File: src/rtl/ones_pattern_gen.sv
// Purpose: streams every WIDTH-bit word with exactly k ones, in ascending order.
// Latency: start to first valid is 1 cycle; each accepted word is replaced on the same edge.
// Backpressure: valid/ready; dat_out, last and n_sent hold while valid & !ready.
//
// Ports:
//   clk, rst_n     rising-edge clock, asynchronous active-low reset
//   start          begin an enumeration (sampled only when idle)
//   count_in       target population count k, latched when start is accepted
//   ready          consumer accepts dat_out this cycle
//   dat_out        current word (exactly k bits set), qualified by valid
//   valid, last    word valid / final word of the sequence
//   busy           enumeration in progress
//   err            one-cycle pulse when a start with k > WIDTH is rejected
//   n_sent         words accepted in the current or most recent sequence
module ones_pattern_gen #(
  parameter int WIDTH = 8,
  parameter int CW    = 4
) (
  input  logic             clk,
  input  logic             rst_n,
  input  logic             start,
  input  logic [CW-1:0]    count_in,
  input  logic             ready,
  output logic [WIDTH-1:0] dat_out,
  output logic             valid,
  output logic             last,
  output logic             busy,
  output logic             err,
  output logic [WIDTH-1:0] n_sent
);

  localparam logic [0:0]    ST_IDLE = 1'b0;
  localparam logic [0:0]    ST_RUN  = 1'b1;
  localparam logic [CW-1:0] K_MAX   = CW'(WIDTH);

  logic [0:0]       r_state;
  logic [CW-1:0]    r_k;
  logic [WIDTH-1:0] r_dat;
  logic             r_valid;
  logic             r_last;
  logic             r_busy;
  logic             r_err;
  logic [WIDTH-1:0] r_n_sent;

  logic [WIDTH-1:0] w_c;
  logic [WIDTH-1:0] w_r;
  logic [CW-1:0]    w_tz;
  logic [WIDTH-1:0] w_next;
  logic [WIDTH-1:0] w_last_word;
  logic [WIDTH-1:0] w_first_new;
  logic [WIDTH-1:0] w_last_new;

  // k ones packed at the bottom: the smallest word of weight k.
  function automatic logic [WIDTH-1:0] f_lo_mask(input logic [CW-1:0] k);
    logic [WIDTH-1:0] m;
    m = '0;
    for (int i = 0; i < WIDTH; i++) begin
      m[i] = (i < int'(k));
    end
    return m;
  endfunction

  // k ones packed at the top: the largest word of weight k.
  function automatic logic [WIDTH-1:0] f_hi_mask(input logic [CW-1:0] k);
    logic [WIDTH-1:0] m;
    m = '0;
    for (int i = 0; i < WIDTH; i++) begin
      m[i] = (i >= WIDTH - int'(k));
    end
    return m;
  endfunction

  // Gosper's next-combination step. The shift by tz(c) replaces the usual
  // division by c, since c is a single set bit.
  assign w_c = r_dat & (-r_dat);
  assign w_r = r_dat + w_c;

  always_comb begin
    w_tz = '0;
    for (int i = WIDTH - 1; i >= 0; i--) begin
      if (w_c[i]) begin
        w_tz = CW'(i);
      end
    end
  end

  assign w_next      = (((w_r ^ r_dat) >> 2) >> w_tz) | w_r;
  assign w_last_word = f_hi_mask(r_k);
  assign w_first_new = f_lo_mask(count_in);
  assign w_last_new  = f_hi_mask(count_in);

  always_ff @(posedge clk or negedge rst_n) begin
    if (!rst_n) begin
      r_state  <= ST_IDLE;
      r_k      <= '0;
      r_dat    <= '0;
      r_valid  <= 1'b0;
      r_last   <= 1'b0;
      r_busy   <= 1'b0;
      r_err    <= 1'b0;
      r_n_sent <= '0;
    end else begin
      r_err <= 1'b0;
      if (r_state == ST_IDLE) begin
        if (start) begin
          if (count_in > K_MAX) begin
            r_err <= 1'b1;
          end else begin
            r_k      <= count_in;
            r_state  <= ST_RUN;
            r_valid  <= 1'b1;
            r_busy   <= 1'b1;
            r_n_sent <= '0;
            r_dat    <= w_first_new;
            // k=0 and k=WIDTH have a single word, which is first and last.
            r_last   <= (w_first_new == w_last_new);
          end
        end
      end else begin
        if (r_valid && ready) begin
          r_n_sent <= r_n_sent + WIDTH'(1);
          if (r_last) begin
            // Final word stays on dat_out for inspection after the run.
            r_state <= ST_IDLE;
            r_valid <= 1'b0;
            r_last  <= 1'b0;
            r_busy  <= 1'b0;
          end else begin
            r_dat  <= w_next;
            r_last <= (w_next == w_last_word);
          end
        end
      end
    end
  end

  assign dat_out = r_dat;
  assign valid   = r_valid;
  assign last    = r_last;
  assign busy    = r_busy;
  assign err     = r_err;
  assign n_sent  = r_n_sent;

endmodule

File: config.mk
export PLATFORM = sky130hd
export DESIGN_NAME = ones_pattern_gen
export DESIGN_NICKNAME = d
export VERILOG_FILES = /design/src/rtl/ones_pattern_gen.sv
export SDC_FILE = /design/constraint.sdc
export NUM_CORES = 1
export LEC_CHECK = 0
export CORE_UTILIZATION = 55
export DETAILED_ROUTE_END_ITERATION = 7
export MAX_ROUTING_LAYER = met4
export PLACE_DENSITY = 0.89
export SYNTH_ARGS = -nofsm -noshare
export SYNTH_HDL_FRONTEND = slang
export SYNTH_SLANG_ARGS = --single-unit
File: constraint.sdc
create_clock -name clk -period 3.8 [get_ports clk]
set_clock_uncertainty 0.2 [all_clocks]
set_input_delay 1.14 -clock clk [delete_from_list [all_inputs] [get_ports clk]]
set_output_delay 1.14 -clock clk [all_outputs]
set_load 0.01 [all_outputs]
**Word-level counts from Yosys, hierarchy flattened**

Index checks and enable logic that the tools add are counted.

- Flip-flop bits (word level): 24
- Logic and storage cells: 90
- Output and inout bits: 20
- Input bits: 8

- Equal/unequal tests: 6
- Add/sub/neg operators: 5
- Mux-type cells: 35
- Reductions and logical operators: 6
- Shifts and indexed selects: 1
- Bitwise logic cells: 5
- Order comparisons: 25

Operators with widths:

| operator | count |
|---|---|
| 2-to-1 mux 8 bit | 9 |
| >= comparator 4 x 5 -> 1 bit (first input constant) | 8 |
| >= comparator 3 x 5 -> 1 bit (first input constant) | 4 |
| 2-to-1 mux 4 bit | 5 |
| 2-to-1 mux 1 bit | 18 |
| == test 8 bit | 2 |
| less-than comparator 3 x 4 -> 1 bit (first input constant) | 4 |
| >= comparator 1 x 5 -> 1 bit (first input constant) | 2 |
| >= comparator 2 x 5 -> 1 bit (first input constant) | 2 |
| subtractor 4 x 4 -> 5 bit (first input constant) | 2 |
| 2-to-1 mux 3 bit | 3 |
| adder 8 x 1 -> 8 bit (second input constant) | 1 |
| adder 8 bit | 1 |
| bitwise AND 8 bit | 1 |
| less-than comparator 1 x 4 -> 1 bit (first input constant) | 2 |
| less-than comparator 2 x 4 -> 1 bit (first input constant) | 2 |
| negation 8 bit | 1 |
| bitwise OR 8 bit | 1 |
| AND reduction 4 bit | 2 |
| >> shifter 6 x 4 -> 8 bit | 1 |
| bitwise XOR 8 bit | 1 |
| AND reduction 3 bit | 2 |
| > comparator 4 bit (second input constant) | 1 |
| != test 2 x 1 -> 1 bit (second input constant) | 2 |
| 4 further kinds | 6 |

**Logic depth before layout (Yosys ltp)**

Gate-level depths: netlist of run 1.

- Depth after elaboration: 16
- Depth in mapped cells: 12
- Gate-level depth less buffers: 11

**Least setup slack after synthesis of run 1**

No wires, ideal clock.

- Path kind: input -> register
- Start: in count_in[1]
- End: reg r_last (netlist: last)
- Arrival time: 3071 ps
- Path buffers: 1
- Path slack: 399 ps
- Setup time: 130 ps
- Cell stages on the path: 12
- Required time: 3470 ps
- Cell sequence: inv_1 > ha_1 > clkbuf_1 > nand2_1 > nor3b_1 > ha_1 > nand3_1 > o21ai_0 > nor4b_1 > a211o_1 > a32oi_1 > o31ai_2

- Word-level cells in the longest chain between the ends: 6
- Elaborated cells between the ends (all ways): 24
- Classes of those cells: 1 x add/sub; 17 x order compare; 2 x eq/ne; 3 x mux; 1 x reduce/logical

Ends and longest elaborated chain:

| what | RTL line | RTL |
|---|---|---|
| from (decl) | 22 | `input logic [CW-1:0] count_in,` |
| subtractor 4 x 4 -> 5 bit | 68 | `m[i] = (i >= WIDTH - int'(k));` |
| >= comparator 1 x 5 -> 1 bit, or another cell as far along | 68 |  |
| == test 8 bit | 116 | `r_last <= (w_first_new == w_last_new);` |
| 2-to-1 mux 1 bit | 106 | `if (count_in > K_MAX) begin` |
| 2-to-1 mux 1 bit | 105 | `if (start) begin` |
| 2-to-1 mux 1 bit | 104 | `if (r_state == ST_IDLE) begin` |
| to (signal assigned) | 116 |  |
| to (signal assigned) | 130 | `r_last <= (w_next == w_last_word);` |
| to (decl) | 40 | `logic r_last;` |

Parallel ways exist; a longest one is shown, timed or not. The select of a mux whose other input is x is not followed.
A chain may end at the register's enable or synchronous reset.

**Worst setup path in the final report of run 1**

- Start: in count_in[0]
- End: reg r_last (netlist: last)

Same word-level chain as after synthesis.

==> results of run 1 <==
worst register-to-register path: cells and delay by family (launching register included):
kind / cells / cell delay [ps]
XOR/XNOR: 1 / 190
AND/OR/NAND/NOR: 2 / 780
multiplexers: 1 / 140
flip-flops: 1 / 630
AO/OA/AOI/OAI: 4 / 1060
kinds of logic (layout without fill, tap and decap cells):
logic type      after synthesis  in the layout  share of synthesized area
xor+xnor                     12             12                    0.04456
fa+ha+maj                     8              8                    0.04244
simple gates                136            136                     0.2966
mux                           9              9                    0.04244
flops                        24             24                     0.2546
buf+inv                      34             55                    0.06366
compound gates               87             87                     0.2557
where the power goes:
part           switching (mW)  internal, mW
Clock                  0.0841         0.141
Sequential            0.00577         0.257
Combinational          0.0448        0.0352
metal layers:
layer / global-route usage / vias to the layer above / share of wire
met5: - / - / 0
met4: 0.06915 / 0 / 0.018
met3: 0.02196 / 12 / 0.068
met2: 0.4653 / 109 / 0.47
met1: 0.3839 / 1149 / 0.44
li1: - / 1173 / -
cells in the final DEF, fill, tap and decap left out, drive strengths merged, types with 5 or more instances in the layout:
master,instances
xnor2,6
o21ai,26
nand2b,9
nor2,30
inv,12
o31ai,5
clkdlybuf4s50,27
a21oi,14
nand2,35
mux2,5
nand3,18
buf,11
xor2,6
dfrtp,24
o211ai,6
ha,8
nor2b,7
a22oi,5
nor3,9
final cells by class:
type / count / area [um2]
clock inverter: 1 / 30.03
sequential: 24 / 600.6
multi-input combinational: 252 / 1608
tap: 50 / 62.56
fill: 328 / 1314
inverter: 13 / 48.80
timing repair buffer: 38 / 352.8
clock buffer: 3 / 41.29
registers in the layout, summed over array words and instances (netlist names):
signal,cells
dat_out,8
n_sent,8
r_k,4
busy,1
err,1
last,1
r_state,1
worst max-delay path by stage:
| stage | startpoint | to | slack (ps) | depth (start not counted) |
|---|---|---|---|---|
| after global routing | count_in[0] | last | 190 | 12 |
| after CTS | count_in[0] | last | 440 | 12 |
| final | count_in[0] | last | 440 | 12 |
| after global placement | count_in[0] | last | 250 | 12 |
| after detailed placement | count_in[0] | last | 160 | 12 |
| after floorplan | count_in[1] | last | 400 | 12 |
==> results_dict.tcl, run 1 <==
set metrics [dict create \
    status "finished, final reports clean" \
    track_usage 0.2862 \
    cap_viol_max_count 0 \
    tightest_slew_ps 546.5 \
    ys_seq_area_frac 0.2546 \
    reg2reg_slack_ps 720 \
    drcViolationCount 0 \
    worst-setup-path-type "input port to flip-flop" \
    path_buf_inv 2 \
    fin_ws_ps 440.4 \
    critical_path_required_ps 3750 \
    ys_top_cells_by_count "nand2_1 (35), nor2_1 (30), dfrtp_1 (24), o21ai_0 (23), nand3_1 (18)" \
    pin_count 28 \
    io_buffers 27 \
    synth_top_area_cell "dfrtp_1" \
    synth-edff-count 0 \
    r2r_cells 8 \
    ant_nets 0 \
    cts.clk_slew.worst_paths_ps 90 \
    clk_latency_ps 270 \
    powerDensity_mw_per_mm2 206.7 \
    ys_async_sr_fraction 1.000 \
    path_cells "clkdlybuf4s50_1 > inv_1 > nand3_1 > nand2_1 > nor3b_1 > ha_1 > nand3_1 > o21ai_0 > nor4b_1 > a211o_1 > a32oi_1 > o31ai_2" \
    holdWs_ps 371.0 \
    fin_nets 348 \
    fin_area_mm2 0.002744 \
    clkSinkCount 24 \
    syn_nets 326 \
    hold_end "n_sent[0]" \
    ys_ff_latch 24 \
    slew_headroom 0.6335 \
    critPathMaxStageDelay_ps 420 \
    rsz0062_at_grt "false" \
    hold_depth 1 \
    cts_tree "yes" \
    cts_max_path_buffers 2 \
    dieHeight_um 67.49 \
    antenna_found_initial 0 \
    setup_viol 0 \
    hold_class "flip-flop to flip-flop" \
    grt_overflow 0 \
    final_core_util 0.6762 \
    worstReg2RegEnd "last" \
    num_vias 2443 \
    drive_gt1_frac 0.09668 \
    start_util 0.5813 \
    finalCriticalPeriod_ps 3360 \
    endpoint_kind "flip-flop" \
    wl_per_cell_um 15.84 \
    areaGrowthSynthToFinish_pct 16.34 \
    grt_max_degree 25 \
    ir_drop_mv 0.3152 \
    synth_cell_types 64 \
    core_mm2 0.004058 \
    crit_path_start_kind "input port" \
    pre_cts_ws_ps 163.5 \
    placed_area_mm2 0.002673 \
    hpwl_mm 4.445 \
    finalCritPeriodShare 0.8841 \
    gp_congestion 0.9661 \
    crit-reg2reg-launch "dat_out[2]" \
    fmax_mhz 297.7 \
    cp.arrival_ps 3310 \
    cts.hold.buffers_added 0 \
    die_area_mm2 0.004554 \
    numCtsBuffers 3 \
    leakagePower_nw 1.084 \
    min_from "n_sent[0]" \
    h-tree-depth 1 \
    synth.top_cell.area_share 0.2546 \
    ctsResizeCount 0 \
    grt_pass1_wl_mm 9.701 \
    firstDrtPassIters 5 \
    rows 23 \
    antenna_cells 0 \
    grt_pass1_vias 2086 \
    crit_top_cell "nand3_1" \
    via_per_inst 6.412 \
    drtIter0Drc 276 \
    dp_cells 377 \
    cp_slowest_cell "clkdlybuf4s50_1" \
    yosysMostFrequentCell "nand2_1" \
    drv_slew 0 \
    hold_viol_final 0 \
    syn_inst 310 \
    ys_top_cells_by_area "dfrtp_1 (25%), nand2_1 (5.6%), o21ai_0 (4.9%)" \
    wl_mm 6.034 \
    syn_avg_cell_area_um2 7.608 \
    worstPathMaxFanout 5 \
    ys_warn_count 0 \
    critPathTopFamily "simple AND/OR/NAND/NOR gates" \
    total_power_mw 0.5671 \
    die_width_um 67.49 \
    ys.flop_type "dfrtp_1" \
    finalNonFillerCells 381 \
    synth_area_mm2 0.002359 \
    setup-tns-final_ps 0 \
    cts_setup_buffers 0 \
    clock_tree.root_cell "clkbuf_8" \
]
Power figures use the tool's default switching activity.
==> inputs of run 2 (changes only) <==
==> constraint.sdc (replaced) <==
create_clock -name clk -period 3.7 [get_ports clk]
set_clock_uncertainty 0.2 [all_clocks]
set_input_delay 1.11 -clock clk [delete_from_list [all_inputs] [get_ports clk]]
set_output_delay 1.11 -clock clk [all_outputs]
set_load 0.01 [all_outputs]
==> results_dict.tcl, run 2 (synthesized netlist as in run 1, its figures left out) <==
set metrics [dict create \
    status "finished, final reports clean" \
    worstPathMaxFanout 5 \
    cts_setup_buffers 0 \
    setup_viol 0 \
    antenna_cells 0 \
    seqCellArea_um2 600.6 \
    reg2reg_slack_ps 580 \
    mostFrequentLayoutCells "nand2_1 (35), nor2_1 (30), clkdlybuf4s50_1 (27)" \
    via_per_inst 6.389 \
    io_buffers 27 \
    pin_count 28 \
    hold_class "flip-flop to flip-flop" \
    grt_max_degree 25 \
    critical_path_required_ps 3660 \
    num_vias 2428 \
    fin_ws_ps 254.6 \
    rsz0062_at_grt "false" \
    die_area_mm2 0.004554 \
    firstDrtPassIters 5 \
    drtIter0Drc 312 \
    h-tree-depth 1 \
    grt_pass1_vias 2130 \
    rows 23 \
    hpwl_mm 4.613 \
    clkSinkCount 24 \
    pre_cts_ws_ps 7.636 \
    final_core_util 0.6744 \
    slew_headroom 0.6371 \
    grt_pass1_wl_mm 10.05 \
    cts.clk_slew.worst_paths_ps 90 \
    cap_viol_max_count 0 \
    leakagePower_nw 1.079 \
    endpoint_kind "flip-flop" \
    clk_latency_ps 270 \
    hold_depth 2 \
    dieHeight_um 67.49 \
    multi_input_comb_area_mm2 0.001608 \
    antenna_found_initial 0 \
    grt_overflow 0 \
    cts_max_path_buffers 2 \
    ant_nets 0 \
    drive_gt1_frac 0.09394 \
    areaGrowthSynthToFinish_pct 16.02 \
    wl_per_cell_um 16.22 \
    gp_congestion 0.9599 \
    start_util 0.5813 \
    worst-setup-path-type "input port to flip-flop" \
    track_usage 0.3023 \
    holdWs_ps 353.5 \
    cts.hold.buffers_added 0 \
    ir_drop_mv 0.2100 \
    final.fill_count 333 \
    mostFrequentLayoutCell "nand2_1" \
    ctsResizeCount 0 \
    r2r_cells 8 \
    cts_tree "yes" \
    drcViolationCount 0 \
    fmax_mhz 290.2 \
    fin_nets 347 \
    crit_path_start_kind "input port" \
    tightest_slew_ps 541.1 \
    setup-tns-final_ps 0 \
    powerDensity_mw_per_mm2 212.7 \
    wl_mm 6.165 \
    finalCriticalPeriod_ps 3445 \
    hold_viol_final 0 \
    finalCritPeriodShare 0.9312 \
    drv_slew 0 \
    cp.arrival_ps 3400 \
    numCtsBuffers 3 \
    die_width_um 67.49 \
    core_mm2 0.004058 \
    clock_tree.root_cell "clkbuf_8" \
]
==> run 2: cell type report <==
cell class	count	area share
clock buffers	3	0.01509
clock inverters	1	0.01097
inverters	13	0.01783
multi-input cells	252	0.5876
flip-flops and latches	24	0.2195
well taps	50	0.02286
repair buffers	37	0.1262
==> run 2: where the power goes <==
| part | internal (mW) | switching [mW] | total (mW) |
|---|---|---|---|
| Clock | 0.145 | 0.0862 | 0.231 |
| Sequential | 0.263 | 0.00609 | 0.270 |
| Combinational | 0.0355 | 0.0461 | 0.0816 |
| Total | 0.444 | 0.138 | 0.582 |
==> run 2: worst max-delay path: stages <==
cell	delay (ps)
clkdlybuf4s50_1	420
inv_1	110
ha_1	190
nand2_1	110
nor3b_1	250
ha_1	320
nand3_1	110
o21ai_0	90
nor4b_1	160
a211o_1	230
a32oi_1	210
o31ai_2	100
==> run 2: layer usage <==
layer,track usage,part of all wire
met5,-,0
met4,0.1037,0.011
met3,0.03547,0.055
met2,0.4839,0.50
met1,0.3924,0.44
==> run 2: worst paths after layout <==
kind,startpoint,endpoint
hold / removal,n_sent[7],n_sent[7]
min in group asynchronous,rst_n,n_sent[0]
setup / recovery,count_in[0],last
setup reg to reg,dat_out[2],last
max in group asynchronous,rst_n,dat_out[1]
hold reg to reg,n_sent[7],n_sent[7]
==> run 2: metrics by stage <==
| step | cell area [um2] | instances | power (mW) |
|---|---|---|---|
| after floorplan | 2359 | 310 | 0.3196 |
| after global routing | 2736 | 380 | 0.6079 |
| after CTS | 2736 | 380 | 0.5856 |
| after detailed placement | 2665 | 376 | 0.3540 |
| after global placement | 2665 | 376 | 0.3519 |
| final | 2736 | 380 | 0.5820 |
==> inputs of run 3 (changes only) <==
--- a/config.mk
+++ b/config.mk
@@ -7,6 +7,7 @@
 export LEC_CHECK = 0
 export CORE_UTILIZATION = 55
 export DETAILED_ROUTE_END_ITERATION = 7
+export HOLD_SLACK_MARGIN = 0.1
 export MAX_ROUTING_LAYER = met4
 export PLACE_DENSITY = 0.89
 export SYNTH_ARGS = -nofsm -noshare
==> constraint.sdc (replaced) <==
create_clock -name clk -period 3.5 [get_ports clk]
set_clock_uncertainty 0.2 [all_clocks]
set_input_delay 1.05 -clock clk [delete_from_list [all_inputs] [get_ports clk]]
set_output_delay 1.05 -clock clk [all_outputs]
set_load 0.01 [all_outputs]
==> results_dict.tcl, run 3 (synthesized netlist as in run 1, its figures left out) <==
set metrics [dict create \
    mostFrequentLayoutCells "nand2_1 (35), nor2_1 (30), clkdlybuf4s50_1 (27)" \
    drcViolationCount 0 \
    cts_setup_buffers 0 \
    finalNonFillerCells 385 \
    antenna_found_initial 0 \
    areaGrowthSynthToFinish_pct 17.61 \
    multi_input_comb_area_mm2 0.001608 \
    drv_slew 0 \
    io_buffers 27 \
    setup_viol 0 \
    powerDensity_mw_per_mm2 220.5 \
    rsz0062_at_grt "false" \
    critPathMaxStageDelay_ps 420 \
    h-tree-depth 1 \
    crit_path_start_kind "input port" \
    fin_nets 352 \
    finalCritPeriodShare 0.9466 \
    track_usage 0.2926 \
    path_buf_inv 2 \
    tightest_slew_ps 595.9 \
    cp.arrival_ps 3250 \
    gp_congestion 0.9528 \
    finalCriticalPeriod_ps 3313 \
    path_cells "clkdlybuf4s50_1 > inv_1 > nand3_1 > nand2_1 > nor3b_1 > ha_1 > nand3_1 > o21ai_0 > nor4b_1 > a211o_1 > a32oi_1 > o31ai_2" \
    hpwl_mm 4.316 \
    dp_cells 381 \
    grt_pass1_vias 2185 \
    clkSinkCount 24 \
    hold_class "flip-flop to flip-flop" \
    leakagePower_nw 1.102 \
    slew_headroom 0.6003 \
    die_area_mm2 0.004554 \
    total_power_mw 0.6116 \
    core_mm2 0.004058 \
    fmax_mhz 301.8 \
    cap_viol_max_count 0 \
    dieHeight_um 67.49 \
    critical_path_required_ps 3440 \
    clock_tree.root_cell "clkbuf_8" \
    worstPathMaxFanout 5 \
    grt_overflow 0 \
    via_per_inst 6.369 \
    wl_mm 5.908 \
    firstDrtPassIters 6 \
    cts.hold.buffers_added 0 \
    cts.clk_slew.worst_paths_ps 80 \
    cts_max_path_buffers 2 \
    crit_top_cell "nand3_1" \
    num_vias 2452 \
    antenna_cells 0 \
    critPathTopFamily "simple AND/OR/NAND/NOR gates" \
    rows 23 \
    status "finished, final reports clean" \
    seqCellArea_um2 600.6 \
    ant_nets 0 \
    hold_viol_final 0 \
    clk_latency_ps 260 \
    start_util 0.5813 \
    cp_slowest_cell "clkdlybuf4s50_1" \
    wl_per_cell_um 15.35 \
    ir_drop_mv 0.2469 \
    cts_tree "yes" \
    pin_count 28 \
    endpoint_kind "flip-flop" \
    grt_pass1_wl_mm 9.922 \
    mostFrequentLayoutCell "nand2_1" \
    worst-setup-path-type "input port to flip-flop" \
    grt_max_degree 25 \
    ctsResizeCount 0 \
    numCtsBuffers 3 \
    die_width_um 67.49 \
    drive_gt1_frac 0.1075 \
    final.fill_count 330 \
    drtIter0Drc 305 \
]
-- run 3: cell count changes in the layout (fill, tap and decap cells not counted), sizes merged --
cell  before  now
buf       10   15
-- run 3: layout make-up --
type                            instances  area share
Clock buffer                            3     0.01488
Clock inverter                          1     0.01083
Inverter                               13     0.01759
Multi-Input combinational cell        252      0.5796
Sequential cell                        24      0.2165
Tap cell                               50     0.02255
Timing Repair Buffer                   42      0.1380
-- run 3: worst register-to-register path, stage by stage, from the launching register on --
cell	delay (ps)
dfrtp_1	630
nor2b_1	210
or4_4	590
o21ai_4	100
mux2i_2	140
o221a_1	310
xor2_1	180
a2111o_1	420
o31ai_2	250
-- run 3: power by group --
group / switching, mW / internal (mW)
clock: 0.0861 / 0.153
combinational: 0.0488 / 0.0393
sequential: 0.00613 / 0.278
-- run 3: worst paths after layout --
path                              from         end  slack, ps  depth (start not counted)
max in group asynchronous        rst_n   n_sent[4]       1920                          2
min in group asynchronous        rst_n  dat_out[3]        950                          2
min reg2reg                  n_sent[7]   n_sent[7]        350                          2
max                        count_in[2]        last        190                         12
max reg2reg                 dat_out[2]        last        370                          8
min                          n_sent[7]   n_sent[7]        350                          2
-- run 3: stage by stage --
stage | utilization | setup WS (ps) | hold slack [ps] | TNS, ps | instance area [um2]
floorplan | - | 189.4 | 366.2 | 0 | 2359
global placement | 0.6661 | 42.04 | 322.2 | 0 | 2703
detailed placement | 0.6661 | -33.87 | 335.4 | -33.87 | 2703
CTS | 0.6836 | 212.7 | 354.5 | 0 | 2774
global route | 0.6836 | 3.487 | 397.3 | 0 | 2774
finish | 0.6836 | 187.0 | 354.6 | 0 | 2774
-- run 3: metal layers --
layer,GRT usage,wire length (um)
met1,0.3785,2594
met2,0.4653,2838
met3,0.03716,368
met4,0.1064,106
met5,-,0
